--- config.mk ---
export PLATFORM = sky130hd
export DESIGN_NAME = ieee488_handshake_flat
export DESIGN_NICKNAME = d
export VERILOG_FILES = /design/src/rtl/ieee488_handshake_if.sv /design/src/rtl/ieee488_handshake.sv /design/src/flat_wrapper.sv
export SDC_FILE = /design/constraint.sdc
export NUM_CORES = 1
export LEC_CHECK = 0
export CORE_MARGIN = 2
export CORE_UTILIZATION = 35
export DETAILED_ROUTE_END_ITERATION = 10
export DONT_BUFFER_PORTS = 1
export GPL_ROUTABILITY_DRIVEN = 0
export PLACE_DENSITY = 0.48
export SYNTH_ARGS = -nofsm -noshare
export SYNTH_HDL_FRONTEND = slang
export SYNTH_SLANG_ARGS = --single-unit
--- constraint.sdc ---
create_clock -name clk -period 2.2 [get_ports clk]
set_input_delay 0.44 -clock clk [delete_from_list [all_inputs] [get_ports clk]]
set_output_delay 0.44 -clock clk [all_outputs]
set_load 0.005 [all_outputs]
--- src/rtl/ieee488_handshake_if.sv ---
// IEEE-488 three-wire handshake bus pins and open-collector drive enables.
// Ports: *_n raw active-low pins seen by the engine; *_drv 1 = pull line low.
interface ieee488_handshake_if;
   logic [7:0] dio_n;
   logic       dav_n;
   logic       nrfd_n;
   logic       ndac_n;
   logic       eoi_n;
   logic [7:0] dio_drv;
   logic       dav_drv;
   logic       nrfd_drv;
   logic       ndac_drv;
   logic       eoi_drv;

   modport master (
      input  dio_n, dav_n, nrfd_n, ndac_n, eoi_n,
      output dio_drv, dav_drv, nrfd_drv, ndac_drv, eoi_drv
   );

   modport slave (
      output dio_n, dav_n, nrfd_n, ndac_n, eoi_n,
      input  dio_drv, dav_drv, nrfd_drv, ndac_drv, eoi_drv
   );
endinterface

--- src/rtl/ieee488_handshake.sv ---
// IEEE-488 DAV/NRFD/NDAC byte handshake engine, talker and listener modes.
// Ports: clk/_reset, talk/enable mode, tx stream in, 1-entry rx buffer out,
//   bus (pins in, drives out), busy and sticky err_timeout/err_dnp flags.
module ieee488_handshake #(
   parameter int SETTLE  = 4,
   parameter int TIMEOUT = 1024,
   parameter int CW      = 11
) (
   input  logic       clk,
   input  logic       _reset,
   input  logic       talk,
   input  logic       enable,
   input  logic [7:0] tx_data,
   input  logic       tx_eoi,
   input  logic       tx_valid,
   output logic       tx_ready,
   output logic [7:0] rx_data,
   output logic       rx_eoi,
   output logic       rx_valid,
   input  logic       rx_ack,
   ieee488_handshake_if.master bus,
   output logic       busy,
   output logic       err_timeout,
   output logic       err_dnp
);

   localparam int SW = (SETTLE > 1) ? $clog2(SETTLE) : 1;
   localparam logic [SW-1:0] SLOAD = SW'(SETTLE - 1);
   localparam logic [CW-1:0] TMAX = CW'(TIMEOUT - 1);

   typedef enum logic [3:0] {
      IDLE,
      T_LOAD,
      T_SETTLE,
      T_WAITRDY,
      T_WAITACC,
      T_WAITNDAC,
      T_ABORT,
      L_NOTREADY,
      L_READY,
      L_WAITDAV
   } state_t;

   state_t        state;
   logic [SW-1:0] scnt;
   logic [CW-1:0] tcnt;

   // Sync flops reset to 1: released (idle-high) bus lines.
   logic [11:0] s1;
   logic [11:0] s2;
   logic [7:0]  dio;
   logic        dav;
   logic        nrfd;
   logic        ndac;
   logic        eoi;

   always_ff @(posedge clk or negedge _reset) begin
      if (!_reset) begin
         s1 <= '1;
         s2 <= '1;
      end else begin
         s1 <= {bus.eoi_n, bus.ndac_n, bus.nrfd_n,
                bus.dav_n, bus.dio_n};
         s2 <= s1;
      end
   end

   assign dio  = ~s2[7:0];
   assign dav  = ~s2[8];
   assign nrfd = ~s2[9];
   assign ndac = ~s2[10];
   assign eoi  = ~s2[11];

   assign busy = (state != IDLE);

   always_ff @(posedge clk or negedge _reset) begin
      if (!_reset) begin
         state       <= IDLE;
         scnt        <= '0;
         tcnt        <= '0;
         tx_ready    <= 1'b0;
         rx_data     <= '0;
         rx_eoi      <= 1'b0;
         rx_valid    <= 1'b0;
         err_timeout <= 1'b0;
         err_dnp     <= 1'b0;
         {bus.dio_drv, bus.dav_drv, bus.nrfd_drv,
          bus.ndac_drv, bus.eoi_drv} <= '0;
      end else begin
         tx_ready <= 1'b0;
         tcnt     <= '0;
         if (rx_ack && rx_valid)
            rx_valid <= 1'b0;
         if (!enable) begin
            state       <= IDLE;
            err_timeout <= 1'b0;
            err_dnp     <= 1'b0;
            {bus.dio_drv, bus.dav_drv, bus.nrfd_drv,
             bus.ndac_drv, bus.eoi_drv} <= '0;
         end else begin
            unique case (state)
               IDLE: begin
                  {bus.dio_drv, bus.dav_drv, bus.nrfd_drv,
                   bus.ndac_drv, bus.eoi_drv} <= '0;
                  if (talk) begin
                     state <= T_LOAD;
                  end else begin
                     state        <= L_NOTREADY;
                     bus.nrfd_drv <= 1'b1;
                     bus.ndac_drv <= 1'b1;
                  end
               end
               T_LOAD: begin
                  if (tx_valid) begin
                     tx_ready    <= 1'b1;
                     bus.dio_drv <= tx_data;
                     bus.eoi_drv <= tx_eoi;
                     scnt        <= SLOAD;
                     state       <= T_SETTLE;
                  end
               end
               T_SETTLE: begin
                  if (scnt == '0)
                     state <= T_WAITRDY;
                  else
                     scnt <= scnt - 1'b1;
               end
               T_WAITRDY: begin
                  // Both lines released means no listener on the bus.
                  if (!nrfd && !ndac) begin
                     err_dnp <= 1'b1;
                     state   <= T_ABORT;
                     {bus.dio_drv, bus.dav_drv,
                      bus.eoi_drv} <= '0;
                  end else if (!nrfd && ndac) begin
                     bus.dav_drv <= 1'b1;
                     state       <= T_WAITACC;
                  end else if (tcnt == TMAX) begin
                     err_timeout <= 1'b1;
                     state       <= T_ABORT;
                     {bus.dio_drv, bus.dav_drv,
                      bus.eoi_drv} <= '0;
                  end else begin
                     tcnt <= tcnt + 1'b1;
                  end
               end
               T_WAITACC: begin
                  if (!ndac) begin
                     state <= T_WAITNDAC;
                     {bus.dio_drv, bus.dav_drv,
                      bus.eoi_drv} <= '0;
                  end else if (tcnt == TMAX) begin
                     err_timeout <= 1'b1;
                     state       <= T_ABORT;
                     {bus.dio_drv, bus.dav_drv,
                      bus.eoi_drv} <= '0;
                  end else begin
                     tcnt <= tcnt + 1'b1;
                  end
               end
               T_WAITNDAC: begin
                  if (ndac) begin
                     state <= T_LOAD;
                  end else if (tcnt == TMAX) begin
                     err_timeout <= 1'b1;
                     state       <= T_ABORT;
                  end else begin
                     tcnt <= tcnt + 1'b1;
                  end
               end
               T_ABORT: begin
                  state <= IDLE;
                  {bus.dio_drv, bus.dav_drv, bus.nrfd_drv,
                   bus.ndac_drv, bus.eoi_drv} <= '0;
               end
               L_NOTREADY: begin
                  bus.ndac_drv <= 1'b1;
                  bus.nrfd_drv <= 1'b1;
                  // A full buffer keeps NRFD asserted until popped.
                  if (!rx_valid && !dav) begin
                     bus.nrfd_drv <= 1'b0;
                     state        <= L_READY;
                  end
               end
               L_READY: begin
                  if (dav) begin
                     rx_data      <= dio;
                     rx_eoi       <= eoi;
                     rx_valid     <= 1'b1;
                     bus.nrfd_drv <= 1'b1;
                     bus.ndac_drv <= 1'b0;
                     state        <= L_WAITDAV;
                  end
               end
               L_WAITDAV: begin
                  if (!dav) begin
                     bus.ndac_drv <= 1'b1;
                     state        <= L_NOTREADY;
                  end
               end
               default: begin
                  state <= IDLE;
               end
            endcase
         end
      end
   end

endmodule

--- src/flat_wrapper.sv ---
// flat-port wrapper written by rule: the top's interface ports become plain ports
module ieee488_handshake_flat 
#(
   parameter int SETTLE  = 4,
   parameter int TIMEOUT = 1024,
   parameter int CW      = 11
)
  (clk, _reset, talk, enable, tx_data, tx_eoi, tx_valid, tx_ready, rx_data, rx_eoi, rx_valid, rx_ack, busy, err_timeout, err_dnp, bus_dio_n, bus_dav_n, bus_nrfd_n, bus_ndac_n, bus_eoi_n, bus_dio_drv, bus_dav_drv, bus_nrfd_drv, bus_ndac_drv, bus_eoi_drv);
  ieee488_handshake_if bus_i ();
  input  logic clk;
  input  logic _reset;
  input  logic talk;
  input  logic enable;
  input  logic [7:0] tx_data;
  input  logic tx_eoi;
  input  logic tx_valid;
  output logic tx_ready;
  output logic [7:0] rx_data;
  output logic rx_eoi;
  output logic rx_valid;
  input  logic rx_ack;
  output logic busy;
  output logic err_timeout;
  output logic err_dnp;
  input wire logic [$bits(bus_i.dio_n)-1:0] bus_dio_n;
  input wire logic [$bits(bus_i.dav_n)-1:0] bus_dav_n;
  input wire logic [$bits(bus_i.nrfd_n)-1:0] bus_nrfd_n;
  input wire logic [$bits(bus_i.ndac_n)-1:0] bus_ndac_n;
  input wire logic [$bits(bus_i.eoi_n)-1:0] bus_eoi_n;
  output wire logic [$bits(bus_i.dio_drv)-1:0] bus_dio_drv;
  output wire logic [$bits(bus_i.dav_drv)-1:0] bus_dav_drv;
  output wire logic [$bits(bus_i.nrfd_drv)-1:0] bus_nrfd_drv;
  output wire logic [$bits(bus_i.ndac_drv)-1:0] bus_ndac_drv;
  output wire logic [$bits(bus_i.eoi_drv)-1:0] bus_eoi_drv;
  assign bus_i.dio_n = bus_dio_n;
  assign bus_i.dav_n = bus_dav_n;
  assign bus_i.nrfd_n = bus_nrfd_n;
  assign bus_i.ndac_n = bus_ndac_n;
  assign bus_i.eoi_n = bus_eoi_n;
  assign bus_dio_drv = bus_i.dio_drv;
  assign bus_dav_drv = bus_i.dav_drv;
  assign bus_nrfd_drv = bus_i.nrfd_drv;
  assign bus_ndac_drv = bus_i.ndac_drv;
  assign bus_eoi_drv = bus_i.eoi_drv;
  ieee488_handshake #(.SETTLE(SETTLE), .TIMEOUT(TIMEOUT), .CW(CW)) u_core (.clk(clk), ._reset(_reset), .talk(talk), .enable(enable), .tx_data(tx_data), .tx_eoi(tx_eoi), .tx_valid(tx_valid), .tx_ready(tx_ready), .rx_data(rx_data), .rx_eoi(rx_eoi), .rx_valid(rx_valid), .rx_ack(rx_ack), .bus(bus_i), .busy(busy), .err_timeout(err_timeout), .err_dnp(err_dnp));
endmodule
==> impl_metrics.ini <==
[yosys]
synth_cells = 257
synth-seq-cells = 66
yosys.cell_types.count = 54
synth_area_leaders = dfrtp_1, dfstp_2, o21ai_0, nor2_1, a22o_1
yosysTopAreaCell = dfrtp_1
synth-simple-area-share = 0.170
yosysWarningCount = 0
synth_edf_count = 0
synth_nets = 286
synth_compound_area_frac = 0.145
synthXorXnorAreaFrac = 0.0341
synth_ff_type = dfrtp_1
synth_seq_area_share = 0.595
synth_top_family_by_area = simple AND/OR/NAND/NOR gates
syn_area_um2 = 2820
synth_fa_ha_area_frac = 0.00886
avgSynthCellArea_um2 = 11.0
yosysTopAreaCellShare = 0.372
synth_mux_area_frac = 0.00709
async_reset_ff_frac = 1.00

[cts]
cts_sinks = 66
cts_buffer_depth = 2
cts_tree = built
cts-buffers-inserted = 9
root_buffer = clkbuf_8
clkTransAtPathRegs_ns = 0.08
clock_latency_ns = 0.34
htree_levels = 3

[sta]
finalSetupViolations = 0
fmax_ghz = 0.519
maxSlewHeadroom = 0.662
post-route-min-period_ns = 1.93
rsz0062_at_grt = false
hold_slack_ns = 0.0850
period_share = 0.876
maxSlewViolCount = 0
clock_skew_ns = 0.0110
setup_tns_ns = 0
worstMarginPinSlew_ns = 0.502
finalHoldViolCount = 0

[pwr]
irDropWorstVdd_mv = 0.566
leakagePower_nw = 1.34
powerDensity_nw_per_um2 = 1000

[worst_setup_path]
endpoint_kind = register
cp_max_fo = 9
cp.arrival_ns = 2.14
required_ns = 2.41
critPathLaunchType = register
reg2reg_from = u_core.tcnt[0]$_DFF_PN0_
crit_buf_inv = 1
crit_slowest_cell = nor4_1
cpLargestDelayFamily = simple AND/OR/NAND/NOR gates
cp_slowest_stage_delay_ns = 0.45
path_cells = ha_1, nand3_1, nor4_1, buf_4, or2_1, nor2_1
startpoint = u_core.tcnt[0]$_DFF_PN0_
crit_type = reg2reg

[routing]
drt_iter0_drc = 188
ant_nets = 0
drt_pass1_iterations = 4
post_drt_wl_per_cell_um = 15.2
wirelength_um = 5620
via_per_inst = 5.23
dr_total_vias = 1942
drc = 0

[floorplan]
rows = 32
die_w_um = 93.8
core-area_um2 = 7770
die_area_um2 = 8800
die-height_um = 93.8
start_util = 0.364
io_pins = 53

[global_route]
grt-ovfl-total = 0
grt_pass1_wl_um = 9130
antenna_found_initial = 0
grt_pass1_vias = 1883
grt_usage = 0.137
grt_start_max_net_pins = 67

[layout]
layout_common_cells = dfrtp_1, nor2_1, dfstp_2
drive_above_1_share = 0.201
area_growth_pct = 12.9
nets = 293
final_common_cell = dfrtp_1
antennaDiodeCount = 0

[outcome]
status = completed

[hold_path]
min_path_type = in2reg
worstHoldStart = bus_dio_n[3]

[placement]
dp_hpwl_um = 3710
io_buffers = 0

[run]
max_cap_violations = 0
==> layer usage <==
metal	up-vias	share of wire	GRT usage
met4	0	0.025	0.0628
met2	81	0.46	0.196
met3	15	0.079	0.0618
met1	931	0.44	0.176
li1	915	-	-
met5	-	0	0
==> cells in the mapped netlist, types with 5 or more instances <==
| master | number |
|---|---|
| a22o_1 | 10 |
| o21ai_0 | 20 |
| clkbuf_1 | 8 |
| a21oi_1 | 8 |
| dfstp_2 | 24 |
| nand3_1 | 5 |
| nand2b_1 | 6 |
| xnor2_1 | 9 |
| nor2_1 | 26 |
| dfrtp_1 | 42 |
| inv_1 | 9 |
| nor3_1 | 5 |
| nand2_1 | 20 |
==> worst paths after layout <==
check                                                end  slack [ns]  depth (start not counted)
setup / recovery                u_core.tcnt[7]$_DFF_PN0_        0.27                          6
hold / removal                    u_core.s1[3]$_DFF_PN1_        0.09                          0
setup reg to reg                u_core.tcnt[7]$_DFF_PN0_        0.27                          6
hold reg to reg                   u_core.s2[4]$_DFF_PN1_        0.36                          0
max in group asynchronous         u_core.s2[9]$_DFF_PN1_        1.24                          2
min in group asynchronous  u_core.rx_data[2]$_DFFE_PN0P_        0.64                          2
==> per-stage QoR <==
step / cell area (um2) / power (mW) / util / instances / setup WS, ns
after detailed placement: 2940 / 2.11 / 0.379 / 353 / 0.266
after global placement: 2940 / 2.13 / 0.379 / 353 / 0.272
after floorplan: 2820 / 1.97 / - / 257 / 0.281
after global routing: 3190 / 3.39 / 0.411 / 371 / 0.174
after CTS: 3190 / 3.23 / 0.411 / 371 / 0.252
final: 3190 / 3.19 / 0.411 / 371 / 0.272
==> flip-flops by register name, indices dropped and copies added, names as in the netlist, 2 cells and up <==
name	flops
u_core.s1	12
u_core.s2	12
u_core.tcnt	11
u_core.bus.dio_drv	8
u_core.rx_data	8
u_core.state	4
u_core.scnt	2
==> kinds of logic (layout without fill, tap and decap cells) <==
family,after synthesis,after routing
flops,66,66
fa+ha+maj,2,2
compound gates,61,61
buf+inv,24,36
mux,2,2
simple gates,91,91
xor+xnor,11,11
==> power breakdown <==
group          switching, mW  internal (mW)
Combinational          0.418          0.294
Clock                  0.521          0.544
Sequential            0.0821           1.33
==> layout make-up <==
class                   count  area (um2)
flip-flops and latches     66        1680
repair buffers             11         105
clock buffers               9         124
well taps                 102         128
clock inverters             7        85.1
inverters                   9        33.8
multi-input cells         167        1030
fillers                   761        4580
==> repair_timing <==
| action | in CTS | in global routing |
|---|---|---|
| resized for setup | 0 | 0 |
| hold endpoints to repair | 66 | 0 |
| buffers inserted | 0 | 0 |
| hold buffers | 2 | 0 |
(Power assumes the default switching activity.)
